`config.mk`:
```
export PLATFORM = sky130hd
export DESIGN_NAME = if_fetch_unit_flat
export DESIGN_NICKNAME = d
export VERILOG_FILES = /design/src/rtl/if_fetch_unit_pkg.sv /design/src/rtl/if_fetch_unit_if.sv /design/src/rtl/if_fetch_unit_skid.sv /design/src/rtl/if_fetch_unit.sv /design/src/flat_wrapper.sv
export SDC_FILE = /design/constraint.sdc
export NUM_CORES = 1
export LEC_CHECK = 0
export ABC_AREA = 1
export CAP_MARGIN = 10
export CORE_MARGIN = 2
export CORE_UTILIZATION = 30
export CTS_BUF_LIST = sky130_fd_sc_hd__clkbuf_4
export CTS_CLUSTER_SIZE = 25
export DETAILED_ROUTE_END_ITERATION = 8
export HOLD_SLACK_MARGIN = 0.15
export PLACE_DENSITY = 0.51
export SYNTH_ARGS = -nofsm -noshare
export SYNTH_HDL_FRONTEND = slang
export SYNTH_SLANG_ARGS = --single-unit
```
`constraint.sdc`:
```
create_clock -name clk -period 4.16 [get_ports clk]
set_input_delay 0.416 -clock clk [delete_from_list [all_inputs] [get_ports clk]]
set_output_delay 0.416 -clock clk [all_outputs]
set_load 0.02 [all_outputs]
```
`src/rtl/if_fetch_unit_pkg.sv`:
```
// Shared fetch-stage types and constants: datapath widths, reset/bubble defaults,
// fetch FSM encoding and the {pc, instr} entry carried through the output/skid registers.
// No logic beyond a PC alignment helper.
package if_fetch_unit_pkg;

    localparam int XLEN = 64;
    localparam int ILEN = 32;

    localparam logic [XLEN-1:0] DEFAULT_RESET_PC     = '0;
    localparam logic [ILEN-1:0] DEFAULT_BUBBLE_INSTR = '0;

    typedef enum logic {
        S_REQ  = 1'b0,
        S_WAIT = 1'b1
    } fetch_state_t;

    typedef struct packed {
        logic [XLEN-1:0] pc;
        logic [ILEN-1:0] instr;
    } fetch_entry_t;

    // Fetch addresses are always word aligned; the low two bits of a target are dropped.
    function automatic logic [XLEN-1:0] align_pc(input logic [XLEN-1:0] addr);
        return addr & ~{{(XLEN-2){1'b0}}, 2'b11};
    endfunction

endpackage

```
`src/rtl/if_fetch_unit_if.sv`:
```
// Instruction-memory read port: valid/ready request channel plus an in-order response strobe.
// Purely wiring; no latency of its own.
// Responses carry no ready: the requester must always be able to absorb one.
interface if_fetch_unit_if;
    import if_fetch_unit_pkg::*;

    logic            imem_req_valid;
    logic            imem_req_ready;
    logic [XLEN-1:0] imem_req_addr;
    logic            imem_rsp_valid;
    logic [ILEN-1:0] imem_rsp_data;

    // master: the fetch unit; slave: the instruction memory
    modport master (
        output imem_req_valid,
        output imem_req_addr,
        input  imem_req_ready,
        input  imem_rsp_valid,
        input  imem_rsp_data
    );

    modport slave (
        input  imem_req_valid,
        input  imem_req_addr,
        output imem_req_ready,
        output imem_rsp_valid,
        output imem_rsp_data
    );

endinterface

```
`src/rtl/if_fetch_unit_skid.sv`:
```
// One-entry {pc, instr} holding buffer for a response that arrives while ID is stalled.
// Load/consume take effect at the next clock edge; contents visible the cycle after load.
// No backpressure of its own: the owner must not issue a fetch while vld is high.
// Ports: clk, reset, load/load_dat, consume, clear -> vld/dat.
module if_fetch_unit_skid
    import if_fetch_unit_pkg::*;
(
    input  logic         clk,
    input  logic         reset,
    input  logic         load,
    input  fetch_entry_t load_dat,
    input  logic         consume,
    input  logic         clear,
    output logic         vld,
    output fetch_entry_t dat
);

    // clear (redirect) beats load, which beats consume: a load coincident with
    // a consume replaces the entry that was just moved to the output register.
    always_ff @(posedge clk) begin
        if (reset || clear) begin
            vld <= 1'b0;
        end else if (load) begin
            vld <= 1'b1;
        end else if (consume) begin
            vld <= 1'b0;
        end
    end

    always_ff @(posedge clk) begin
        if (reset) begin
            dat <= '0;
        end else if (load) begin
            dat <= load_dat;
        end
    end

endmodule

```
`src/rtl/if_fetch_unit.sv`:
```
// IF stage: owns the PC, fetches one word at a time from imem and presents it to IF/ID.
// Latency: request accept -> response cycle -> instruction on pc_out/instruction next cycle.
// Backpressure: id_stall holds the output register; a response caught behind a stall goes
// to the skid entry, and no new request is issued while that entry is occupied.
// Ports: clk, reset; imem (master side of the memory port); id_stall, redirect_valid/pc in;
// pc_out, instruction, if_id_write, if_id_flush out.
module if_fetch_unit
    import if_fetch_unit_pkg::*;
#(
    parameter logic [XLEN-1:0] RESET_PC     = DEFAULT_RESET_PC,
    parameter logic [ILEN-1:0] BUBBLE_INSTR = DEFAULT_BUBBLE_INSTR
) (
    input  logic                 clk,
    input  logic                 reset,
    if_fetch_unit_if.master      imem,
    input  logic                 id_stall,
    input  logic                 redirect_valid,
    input  logic [XLEN-1:0]      redirect_pc,
    output logic [XLEN-1:0]      pc_out,
    output logic [ILEN-1:0]      instruction,
    output logic                 if_id_write,
    output logic                 if_id_flush
);

    fetch_state_t    state_q, state_d;
    logic [XLEN-1:0] pc_q, pc_d;
    logic [XLEN-1:0] inflight_pc_q;
    logic            kill_q, kill_d;
    logic            out_vld_q, out_vld_d;
    fetch_entry_t    out_q, out_d;

    logic            skid_vld;
    fetch_entry_t    skid_dat;
    logic            skid_load, skid_consume, skid_clear;

    logic            req_fire;
    logic            inflight;
    logic            rsp_take;
    logic            consume;
    fetch_entry_t    rsp_entry;

    // kill_q marks a request whose response must be thrown away; no new request
    // may go out until that response has been seen, so one-outstanding still holds.
    assign imem.imem_req_valid = (state_q == S_REQ) && !skid_vld && !kill_q && !reset;
    assign imem.imem_req_addr  = pc_q;

    assign req_fire  = imem.imem_req_valid && imem.imem_req_ready;
    assign inflight  = (state_q == S_WAIT) || kill_q;
    assign rsp_take  = imem.imem_rsp_valid && (state_q == S_WAIT) && !kill_q && !redirect_valid;
    assign consume   = out_vld_q && !id_stall;
    assign rsp_entry = '{pc: inflight_pc_q, instr: imem.imem_rsp_data};

    always_comb begin
        state_d      = state_q;
        pc_d         = pc_q;
        kill_d       = kill_q;
        out_vld_d    = out_vld_q;
        out_d        = out_q;
        skid_load    = 1'b0;
        skid_consume = 1'b0;
        skid_clear   = 1'b0;

        unique case (state_q)
            S_REQ: begin
                if (req_fire) begin
                    state_d = S_WAIT;
                    pc_d    = pc_q + XLEN'(4);
                end
            end
            S_WAIT: begin
                if (imem.imem_rsp_valid) begin
                    state_d = S_REQ;
                end
            end
            default: state_d = S_REQ;
        endcase

        if (kill_q && imem.imem_rsp_valid) begin
            kill_d = 1'b0;
        end

        // Ordering: skid entry is always older than a same-cycle response.
        if (consume) begin
            if (skid_vld) begin
                out_d        = skid_dat;
                skid_consume = 1'b1;
                skid_load    = rsp_take;
            end else if (rsp_take) begin
                out_d = rsp_entry;
            end else begin
                out_vld_d = 1'b0;
            end
        end else if (!out_vld_q) begin
            if (rsp_take) begin
                out_d     = rsp_entry;
                out_vld_d = 1'b1;
            end
        end else begin
            skid_load = rsp_take;
        end

        // Redirect wins over everything. Anything still owed by memory after this
        // edge (a waiting request, or one accepted right now) becomes a kill.
        if (redirect_valid) begin
            pc_d       = align_pc(redirect_pc);
            out_vld_d  = 1'b0;
            skid_clear = 1'b1;
            state_d    = S_REQ;
            kill_d     = (inflight && !imem.imem_rsp_valid) || req_fire;
        end
    end

    always_ff @(posedge clk) begin
        if (reset) begin
            state_q       <= S_REQ;
            pc_q          <= RESET_PC;
            inflight_pc_q <= '0;
            kill_q        <= 1'b0;
            out_vld_q     <= 1'b0;
            out_q         <= '0;
        end else begin
            state_q   <= state_d;
            pc_q      <= pc_d;
            kill_q    <= kill_d;
            out_vld_q <= out_vld_d;
            out_q     <= out_d;
            if (req_fire) begin
                inflight_pc_q <= pc_q;
            end
        end
    end

    if_fetch_unit_skid u_skid (
        .clk      (clk),
        .reset    (reset),
        .load     (skid_load),
        .load_dat (rsp_entry),
        .consume  (skid_consume),
        .clear    (skid_clear),
        .vld      (skid_vld),
        .dat      (skid_dat)
    );

    assign pc_out      = out_vld_q ? out_q.pc    : '0;
    assign instruction = out_vld_q ? out_q.instr : BUBBLE_INSTR;
    assign if_id_write = !id_stall;
    assign if_id_flush = redirect_valid;

    a_rsp_has_owner: assert property (@(posedge clk) disable iff (reset)
        imem.imem_rsp_valid |-> ((state_q == S_WAIT) || kill_q));

    a_req_aligned: assert property (@(posedge clk) disable iff (reset)
        imem.imem_req_addr[1:0] == 2'b00);

endmodule

```
`src/flat_wrapper.sv`:
```
// flat-port wrapper written by rule: the top's interface ports become plain ports
module if_fetch_unit_flat import if_fetch_unit_pkg::*;
#(
    parameter logic [XLEN-1:0] RESET_PC     = DEFAULT_RESET_PC,
    parameter logic [ILEN-1:0] BUBBLE_INSTR = DEFAULT_BUBBLE_INSTR
)
  (clk, reset, id_stall, redirect_valid, redirect_pc, pc_out, instruction, if_id_write, if_id_flush, imem_imem_req_valid, imem_imem_req_addr, imem_imem_req_ready, imem_imem_rsp_valid, imem_imem_rsp_data);
  if_fetch_unit_if imem_i ();
  input  logic clk;
  input  logic reset;
  input  logic id_stall;
  input  logic redirect_valid;
  input  logic [XLEN-1:0] redirect_pc;
  output logic [XLEN-1:0] pc_out;
  output logic [ILEN-1:0] instruction;
  output logic if_id_write;
  output logic if_id_flush;
  output wire logic [$bits(imem_i.imem_req_valid)-1:0] imem_imem_req_valid;
  output wire logic [$bits(imem_i.imem_req_addr)-1:0] imem_imem_req_addr;
  input wire logic [$bits(imem_i.imem_req_ready)-1:0] imem_imem_req_ready;
  input wire logic [$bits(imem_i.imem_rsp_valid)-1:0] imem_imem_rsp_valid;
  input wire logic [$bits(imem_i.imem_rsp_data)-1:0] imem_imem_rsp_data;
  assign imem_imem_req_valid = imem_i.imem_req_valid;
  assign imem_imem_req_addr = imem_i.imem_req_addr;
  assign imem_i.imem_req_ready = imem_imem_req_ready;
  assign imem_i.imem_rsp_valid = imem_imem_rsp_valid;
  assign imem_i.imem_rsp_data = imem_imem_rsp_data;
  if_fetch_unit #(.RESET_PC(RESET_PC), .BUBBLE_INSTR(BUBBLE_INSTR)) u_core (.clk(clk), .reset(reset), .imem(imem_i), .id_stall(id_stall), .redirect_valid(redirect_valid), .redirect_pc(redirect_pc), .pc_out(pc_out), .instruction(instruction), .if_id_write(if_id_write), .if_id_flush(if_id_flush));
endmodule
```
==> results of run 1 <==
-- worst max-delay path by stage --
stage / startpoint / to / slack [ns] / depth (start not counted)
after global placement: redirect_valid / u_core.u_skid.dat[44]$_SDFFE_PP0P_ / 0.96 / 9
after CTS: u_core.out_vld_q$_SDFFE_PP0P_ / pc_out[49] / 0.45 / 4
after detailed placement: redirect_valid / u_core.u_skid.dat[48]$_SDFFE_PP0P_ / 0.93 / 9
after floorplan: reset / imem_imem_req_valid / 2.36 / 3
after global routing: u_core.out_vld_q$_SDFFE_PP0P_ / pc_out[50] / 0.37 / 4
final: u_core.out_vld_q$_SDFFE_PP0P_ / pc_out[49] / 0.63 / 4
-- registers in the layout (all words and copies together) (netlist names) --
signal	count
u_core.u_skid.vld	1
u_core.inflight_pc_q	62
u_core.kill_q	1
u_core.out_q	96
u_core.u_skid.dat	94
u_core.state_q	1
u_core.out_vld_q	1
u_core.imem.imem_req_addr	62
-- cell usage in the layout (no fill, tap or decap), drive strengths merged, types with 29 or more instances in the layout --
master         instances
a21oi                195
clkbuf               142
clkdlybuf4s50        259
dfxtp                318
dlygate4sd3           29
inv                  188
nand2                460
nand3                 76
nor2                 383
o21ai                428
-- where the power goes --
group	internal (mW)	switching (mW)
clock	1.62	1.40
sequential	3.13	0.122
combinational	0.262	0.341
-- worst max-delay path, stage by stage (launching register included) --
cell             delay [ns]
dfxtp_4                0.70
buf_4                  0.60
nand2_1                0.23
inv_1                  0.11
clkdlybuf4s50_1        0.60
-- kinds of logic after synthesis --
kind of cell    count (synthesis)  share of synthesized area
compound gates                664                     0.2267
flops                         318                     0.4221
other cells                     1                  0.0002487
simple gates                  944                     0.2551
xor+xnor                        6                   0.003485
buf+inv                       343                    0.09143
fa+ha+maj                       1                  0.0008295
-- layer usage --
| layer | vias up | GRT usage | part of all wire |
|---|---|---|---|
| li1 | 7969 | - | - |
| met1 | 7452 | 0.3037 | 0.47 |
| met2 | 528 | 0.3403 | 0.44 |
| met3 | 89 | 0.04013 | 0.057 |
| met4 | 0 | 0.06985 | 0.026 |
| met5 | - | 0 | 0 |
-- final cells by class --
class                           instances  area share
Timing Repair Buffer                  307      0.1567
Multi-Input combinational cell       1617      0.3759
Sequential cell                       318      0.3261
Inverter                              186     0.03600
Tap cell                              672     0.04304
Antenna cell                            4   0.0005124
Clock buffer                          142     0.05457
Clock inverter                         22    0.007238
==> flow_metrics.tcl, run 1 <==
set metrics [dict create \
    status "finished, final reports clean" \
    power.density_mw_per_mm2 351.9 \
    crit_path_max_fanout 51 \
    n_fill_cell 5427 \
    rsz0062_at_grt "false" \
    r2r_end "u_core.out_q[31]$_SDFFE_PP0P_" \
    relSlewSlack 0.2365 \
    design_area_mm2 0.01953 \
    yosys.cell_types.count 38 \
    end_kind "primary output" \
    hold_path_end "u_core.u_skid.dat[29]$_SDFFE_PP0P_" \
    place_congestion 0.8784 \
    finalSetupViolations 0 \
    drt_iter0_markers 1242 \
    place_hpwl_mm 38.05 \
    grt_usage 0.2182 \
    cts.htree.levels 3 \
    fin_crit_sh 0.8491 \
    wl_per_cell_um 17.92 \
    synth.area.top_cells "dfxtp_1, o21ai_0, nand2_1, nor2_1, a21oi_1" \
    final.setup.worst_slack_ns 0.6278 \
    final_nets 2625 \
    setup_tns_ns 0 \
    core_mm2 0.04986 \
    route.detailed.drc 0 \
    final_core_util 0.3917 \
    yosysTopAreaCell "dfxtp_1" \
    async_reset_ff_frac 0 \
    syn2layout_area_growth_pct 29.53 \
    wirelength_mm 58.56 \
    grt_max_degree 107 \
    clock_latency_ns 0.84 \
    gr-total-overflow 0 \
    maxCapViolCount 0 \
    synth_edf_count 0 \
    regArea_mm2 0.006370 \
    cts_root_buffer "clkbuf_4" \
    power_mw 6.874 \
    postCtsSetupBuffers 0 \
    yosysTopAreaCellShare 0.4221 \
    path_clk_slew_ns 0.06 \
    vdd_ir_drop_max_v 0.0001439 \
    hold_path_class "in2reg" \
    ff2ff_setup_slack_ns 1.19 \
    avgSynthCellArea_um2 6.623 \
    die_h_um 228.2 \
    port_buffers 260 \
    grt_pass1_vias 15208 \
    clock_sinks 318 \
    start_util 0.3024 \
    rr_startpoint "u_core.out_vld_q$_SDFFE_PP0P_" \
    synth_commonest_cells "nand2_1, o21ai_0, nor2_1, dfxtp_1, a21oi_1" \
    post-place-ws_ns 0.9350 \
    hold_viol_final 0 \
    die-width_um 228.2 \
    drive_gt1_frac 0.08488 \
    numCtsBuffers 92 \
    crit_type "reg2out" \
    via_per_inst 4.908 \
    drt_first_pass_iters 5 \
    cts_resized 0 \
    die_area_mm2 0.05208 \
    synth_ff_type "dfxtp_1" \
    yosys_warnings 0 \
    antenna_found_initial 2 \
    critPathLaunchType "flop" \
    synth_most_common_cell "nand2_1" \
    power.leakage_nw 8.190 \
    hold-path-cell-count 3 \
    synth_area_mm2 0.01508 \
    finalNonFillerCells 3268 \
    rr_worst_depth 8 \
    drv_slew 0 \
    ant_nets 0 \
    cts-hold-fix-buffers 29 \
    rows 82 \
    synth_cells 2277 \
    ys_seq_area_frac 0.4221 \
    finalClockSkew_ns 0.06266 \
    critPathArrivalTime_ns 3.12 \
    fmax_mhz 283.1 \
    vias 16038 \
    tightest_slew_ns 1.145 \
    worstHoldStart "imem_imem_rsp_data[29]" \
    io_pins 265 \
    place_area_mm2 0.01801 \
    cts_tree "built" \
    cts_buffer_depth 3 \
    dpl.cell_count 3070 \
    multi_input_area_mm2 0.007342 \
    critical_path_required_ns 3.74 \
    whs_ns 0.2359 \
    synth_seq_cells 318 \
    min_period_ns 3.532 \
    grt_pass1_wl_mm 89.76 \
]
(Power assumes the default switching activity.)
==> run 2: changes to the inputs <==
Settings changed: PLACE_DENSITY 0.51 to 0.53.
Clock period 4.16 ns to 2.8 ns, I/O delays scaled along.
==> run 2 against run 1 <==
Compared with the run above:
- final cell count is 1.9% higher
- register-to-register slack got worse by 0.87 ns
- clock-buffer cell count is 6 lower
- largest cell class unchanged
- utilization is 1.3 points higher
- worst hold slack improved by 0.0014 ns
- via count is 1.2% higher
- highest routed layer is now met5
- total power up 47%
- critical path depth is the same
==> flow_metrics.tcl, run 2 (synthesis results as in run 1) <==
set metrics [dict create \
    status "finished, final reports clean" \
    finalClockSkew_ns 0.06125 \
    wirelength_mm 58.14 \
    finalSetupViolations 0 \
    rsz0062_at_grt "false" \
    clock_latency_ns 0.81 \
    cts_tree "built" \
    cp_cell_sequence "buf_12, nand2_1, inv_1, clkdlybuf4s50_1" \
    drive_gt1_frac 0.08543 \
    drt_iter0_markers 1117 \
    vias 16225 \
    port_buffers 260 \
    crit_type "reg2out" \
    drv_slew 0 \
    fmax_mhz 381.8 \
    multi_input_area_mm2 0.007342 \
    wl_per_cell_um 17.46 \
    clock_sinks 318 \
    worstHoldStart "redirect_pc[49]" \
    slowest_delay_ns 0.60 \
    power.density_mw_per_mm2 501.0 \
    die-width_um 228.2 \
    rr_startpoint "u_core.u_skid.vld$_SDFFE_PP0P_" \
    final_nets 2694 \
    crit_slowest_cell "clkdlybuf4s50_1" \
    io_pins 265 \
    reg_top3 "u_core.out_q x96, u_core.u_skid.dat x94" \
    r2r_end "u_core.imem.imem_req_addr[17]$_SDFFE_PP0P_" \
    hold_viol_final 0 \
    ant_nets 0 \
    ff2ff_setup_slack_ns 0.32 \
    finalNonFillerCells 3331 \
    place_congestion 0.8844 \
    antenna_found_initial 2 \
    n_fill_cell 5336 \
    hold_path_end "u_core.imem.imem_req_addr[49]$_SDFFE_PP0P_" \
    final_core_util 0.4051 \
    die_area_mm2 0.05208 \
    via_per_inst 4.871 \
    tightest_slew_ns 1.010 \
    grt_pass1_vias 15262 \
    dpl.cell_count 3084 \
    start_util 0.3024 \
    critPathLaunchType "flop" \
    layout_common_cells "nand2_1, o21ai_0, nor2_1" \
    cts_root_buffer "clkbuf_4" \
    numCtsBuffers 91 \
    die_h_um 228.2 \
    drt_first_pass_iters 5 \
    regArea_mm2 0.006370 \
    end_kind "primary output" \
    route.detailed.drc 0 \
    largest_register_ffs 96 \
    gr-total-overflow 0 \
    place_hpwl_mm 38.18 \
    min_period_ns 2.620 \
    final_common_cell "nand2_1" \
    syn2layout_area_growth_pct 33.96 \
    hold-path-cell-count 5 \
    rows 82 \
    regMostFlops "u_core.out_q" \
    grt_max_degree 206 \
    path_clk_slew_ns 0.07 \
    grt_pass1_wl_mm 88.90 \
    critical_path_required_ns 2.52 \
    maxCapViolCount 0 \
    relSlewSlack 0.3264 \
    core_mm2 0.04986 \
    hold_path_class "in2reg" \
    vdd_ir_drop_max_v 0.0001702 \
    rr_worst_depth 11 \
    cts_buffer_depth 3 \
    critPathArrivalTime_ns 2.34 \
    power.leakage_nw 8.509 \
    crit_path_max_fanout 43 \
    fin_crit_sh 0.9355 \
    cts.htree.levels 3 \
    setup_tns_ns 0 \
    grt_usage 0.2155 \
]
==> run 2: cell count changes in the layout (fill, tap and decap cells not counted), moves of 5 or more <==
| cell | change |
|---|---|
| buf_12 | +5 |
| buf_4 | +7 |
| clkbuf_4 | -6 |
| dlygate4sd3_1 | +56 |
==> run 2: worst max-delay path: cells and delay by family (launching register included) <==
family,cells,cell delay (ns)
AND/OR/NAND/NOR,1,0.15
buffers and inverters,3,0.93
flip-flops,1,0.47
==> run 2: power by group <==
part	internal, mW	switching (mW)
Clock	2.29	2.03
Combinational	0.452	0.522
Sequential	4.64	0.176
Total	7.39	2.73
==> run 2: layout make-up <==
cell class              instances  area share
clock buffers                 136     0.05054
repair buffers                377      0.1880
flip-flops and latches        318      0.3153
clock inverters                23    0.006008
well taps                     672     0.04162
inverters                     186     0.03481
diodes                          2   0.0002477
multi-input cells            1617      0.3634
==> run 2: stage by stage <==
stage	instance area [µm²]	setup WS [ns]	total power [mW]	hold WS [ns]
2_1_floorplan	15080	1.038	5.305	0.4149
3_3_place_gp	18190	0.3366	5.789	0.4341
3_5_place_dp	18190	0.3185	5.794	0.4355
4_1_cts	20190	0.04782	10.29	0.1507
5_1_grt	20200	0.03314	10.65	0.2187
6_report	20200	0.1805	10.12	0.2374
==> run 2: worst max-delay path by stage <==
stage               slack (ns)                                    endpoint                                 startpoint
floorplan                 1.04  u_core.imem.imem_req_addr[46]$_SDFFE_PP0P_  u_core.imem.imem_req_addr[3]$_SDFFE_PP0P_
global placement          0.34               u_core.out_q[23]$_SDFFE_PP0P_                             redirect_valid
detailed placement        0.32               u_core.out_q[29]$_SDFFE_PP0P_                             redirect_valid
CTS                       0.05                                  pc_out[41]              u_core.out_vld_q$_SDFFE_PP0P_
global route              0.03                                  pc_out[41]              u_core.out_vld_q$_SDFFE_PP0P_
finish                    0.18                                  pc_out[41]              u_core.out_vld_q$_SDFFE_PP0P_
==> run 2: what timing repair did <==
action / CTS / global route
setup buffers: 1 / 0
resized for setup: 1 / 1
gates cloned: 0 / 0
hold buffers: 85 / 0
hold endpoints to repair: 123 / 0
pin swaps: 0 / 0
endpoints found under the setup margin: 42 / 1
==> run 2: layer usage <==
metal,GRT usage,vias up,wire [µm]
li1,-,8079,-
met2,0.3364,536,25950
met3,0.04200,97,3699
met5,0,-,13
met1,0.2954,7511,26960
met4,0.07700,2,1527
==> run 3: changes to the inputs <==
Settings changed: GPL_ROUTABILITY_DRIVEN set to 0, SYNTH_HIERARCHICAL set to 1.
==> run 3 against run 2 <==
Compared with the run above:
- via count increased by 5.5%
- final cell count increased by 3.4%
- die area up 4.6%
- final area increased by 4.2%
- largest cell class unchanged
- combinational power barely moved
- sequential power rose by 0.8%
- critical path depth did not move
==> flow_metrics.tcl, run 3 <==
set metrics [dict create \
    yosys_warnings 6 \
    cts_root_buffer "clkbuf_4" \
    synth_area_mm2 0.01578 \
    clock_sinks 320 \
    cts_buffer_depth 3 \
    cts.htree.levels 3 \
    critical_path_required_ns 2.52 \
    avgSynthCellArea_um2 6.684 \
    vdd_ir_drop_max_v 0.0002124 \
    final_common_cell "nand2_1" \
    critPathArrivalTime_ns 2.41 \
    via_per_inst 4.972 \
    hold_path_class "in2reg" \
    synth_commonest_cells "nand2_1, dfxtp_1, nor2_1, o21ai_0, a21oi_1" \
    drive_gt1_frac 0.09804 \
    cts_tree "built" \
    fin_crit_sh 0.9598 \
    port_buffers 260 \
    synth_most_common_cell "nand2_1" \
    finalSetupViolations 0 \
    relSlewSlack 0.3926 \
    slowest_delay_ns 0.61 \
    drv_slew 0 \
    gr-total-overflow 0 \
    rows 84 \
    synth_seq_cells 320 \
    synth_cells 2361 \
    power.leakage_nw 8.732 \
    start_util 0.3021 \
    grt_usage 0.2155 \
    vias 17118 \
    crit_type "reg2out" \
    n_fill_cell 5415 \
    layout_common_cells "nand2_1, dfxtp_1, nor2_1" \
    hold-path-cell-count 5 \
    synth.area.top_cells "dfxtp_1, nand2_1, o21ai_0, a21oi_1, nor2_1" \
    place_hpwl_mm 39.27 \
    synth_edf_count 0 \
    die_area_mm2 0.05445 \
    yosysTopAreaCellShare 0.4060 \
    min_period_ns 2.687 \
    async_reset_ff_frac 0 \
    yosys.cell_types.count 38 \
    critPathLaunchType "flop" \
    reg_top3 "u_core/out_q x96, u_core/u_skid/dat x96" \
    die-width_um 233.3 \
    antenna_found_initial 3 \
    route.detailed.drc 0 \
    grt_pass1_vias 16029 \
    clock_latency_ns 0.84 \
    io_pins 265 \
    core_mm2 0.05224 \
    rr_worst_depth 6 \
    status "finished, final reports clean" \
    die_h_um 233.3 \
    crit_slowest_cell "clkdlybuf4s50_1" \
    ys_seq_area_frac 0.4060 \
    crit_path_max_fanout 27 \
    grt_max_degree 107 \
    drt_iter0_markers 1344 \
    synth_ff_type "dfxtp_1" \
    end_kind "primary output" \
    hold_viol_final 0 \
    grt_pass1_wl_mm 91.42 \
    finalClockSkew_ns 0.09455 \
    fmax_mhz 372.1 \
    maxCapViolCount 0 \
    drt_first_pass_iters 7 \
    setup_tns_ns 0 \
    yosysTopAreaCell "dfxtp_1" \
    tightest_slew_ns 0.9111 \
    wirelength_mm 59.88 \
    final_nets 2790 \
    numCtsBuffers 92 \
    syn2layout_area_growth_pct 33.38 \
    cp_cell_sequence "bufbuf_16, nand2_1, inv_1, clkdlybuf4s50_1" \
    rsz0062_at_grt "false" \
    final_core_util 0.4029 \
    power.density_mw_per_mm2 486.5 \
    path_clk_slew_ns 0.07 \
    ant_nets 0 \
    wl_per_cell_um 17.39 \
]
-- run 3: cell types whose count changed after synthesis, moves of 12 or more --
cell | previous run | this run
inv_1 | 175 | 268
o21ai_1 | 57 | 45
o21ai_0 | 371 | 292
nor2_1 | 363 | 297
nand2_1 | 448 | 434
nand3_1 | 73 | 58
o211ai_1 | 14 | 62
a21oi_1 | 195 | 289
-- run 3: area by class of cell --
cell class                 count  area (µm²)  share of cell area
inverter                     280        1051             0.04993
timing repair buffer         386        3880              0.1843
clock buffer                 143        1074             0.05100
sequential                   320        6410              0.3045
antenna                        1       2.502           0.0001189
multi-input combinational   1607        7672              0.3645
clock inverter                18       97.59            0.004637
tap                          688       860.8             0.04090
-- run 3: kinds of logic (layout without fill, tap and decap cells) --
group,Yosys count,count (layout),share of synthesized area
xor+xnor,17,17,0.009435
fa+ha+maj,1,1,0.0007928
flops,320,320,0.4060
other cells,1,5,0.0002376
compound gates,717,717,0.2409
simple gates,868,868,0.2318
buf+inv,437,827,0.1109
-- run 3: per-layer routing --
layer	wire length (µm)	GRT usage	part of all wire	vias up
met1	27060	0.2942	0.45	8053
met4	1791	0.08778	0.030	4
met2	27060	0.3362	0.45	587
li1	-	-	-	8367
met5	24	0	0.00040	-
met3	3944	0.03601	0.066	107
-- run 3: stage by stage --
stage | hold WS (ns) | std cells | setup slack [ns] | area [µm²] | power, mW
final | 0.2363 | 3443 | 0.1125 | 21050 | 10.24
after global routing | 0.2143 | 3443 | 0.01138 | 21050 | 10.70
after CTS | 0.1510 | 3442 | 0.0005884 | 21040 | 10.38
after detailed placement | 0.4566 | 3191 | 0.3414 | 18930 | 5.845
after global placement | 0.4541 | 3191 | 0.3685 | 18930 | 5.833
after floorplan | 0.4133 | 2364 | 0.7719 | 15790 | 5.332
-- run 3: what timing repair did --
item,CTS,global route
hold buffers,87,0
buffers inserted,2,0
endpoints found under the hold margin,124,0
gates cloned,1,0
endpoints found under the setup margin,77,1
resized for setup,5,1
-- run 3: final timing paths --
path	start	to	slack, ns
worst max-delay path	u_core/out_vld_q$_SDFFE_PP0P_	instruction[29]	0.11
worst min-delay path	redirect_pc[22]	u_core/imem.imem_req_addr[22]$_SDFFE_PP0P_	0.24
worst max register to register	u_core/u_skid/vld$_SDFFE_PP0P_	u_core/imem.imem_req_addr[13]$_SDFFE_PP0P_	0.50
worst min register to register	u_core/inflight_pc_q[38]$_SDFFE_PP0P_	u_core/inflight_pc_q[38]$_SDFFE_PP0P_	0.47
-- run 3: critical path, delay by kind of cell (launching register included) --
family / cells / cell delay, ns
and+or+nand+nor: 1 / 0.07
buffers and inverters: 3 / 1.03
DFF: 1 / 0.45
-- run 3: power by group --
part / switching, mW / internal, mW / total [mW]
combinational: 0.552 / 0.449 / 1.00
clock: 2.07 / 2.31 / 4.38
sequential: 0.176 / 4.68 / 4.86
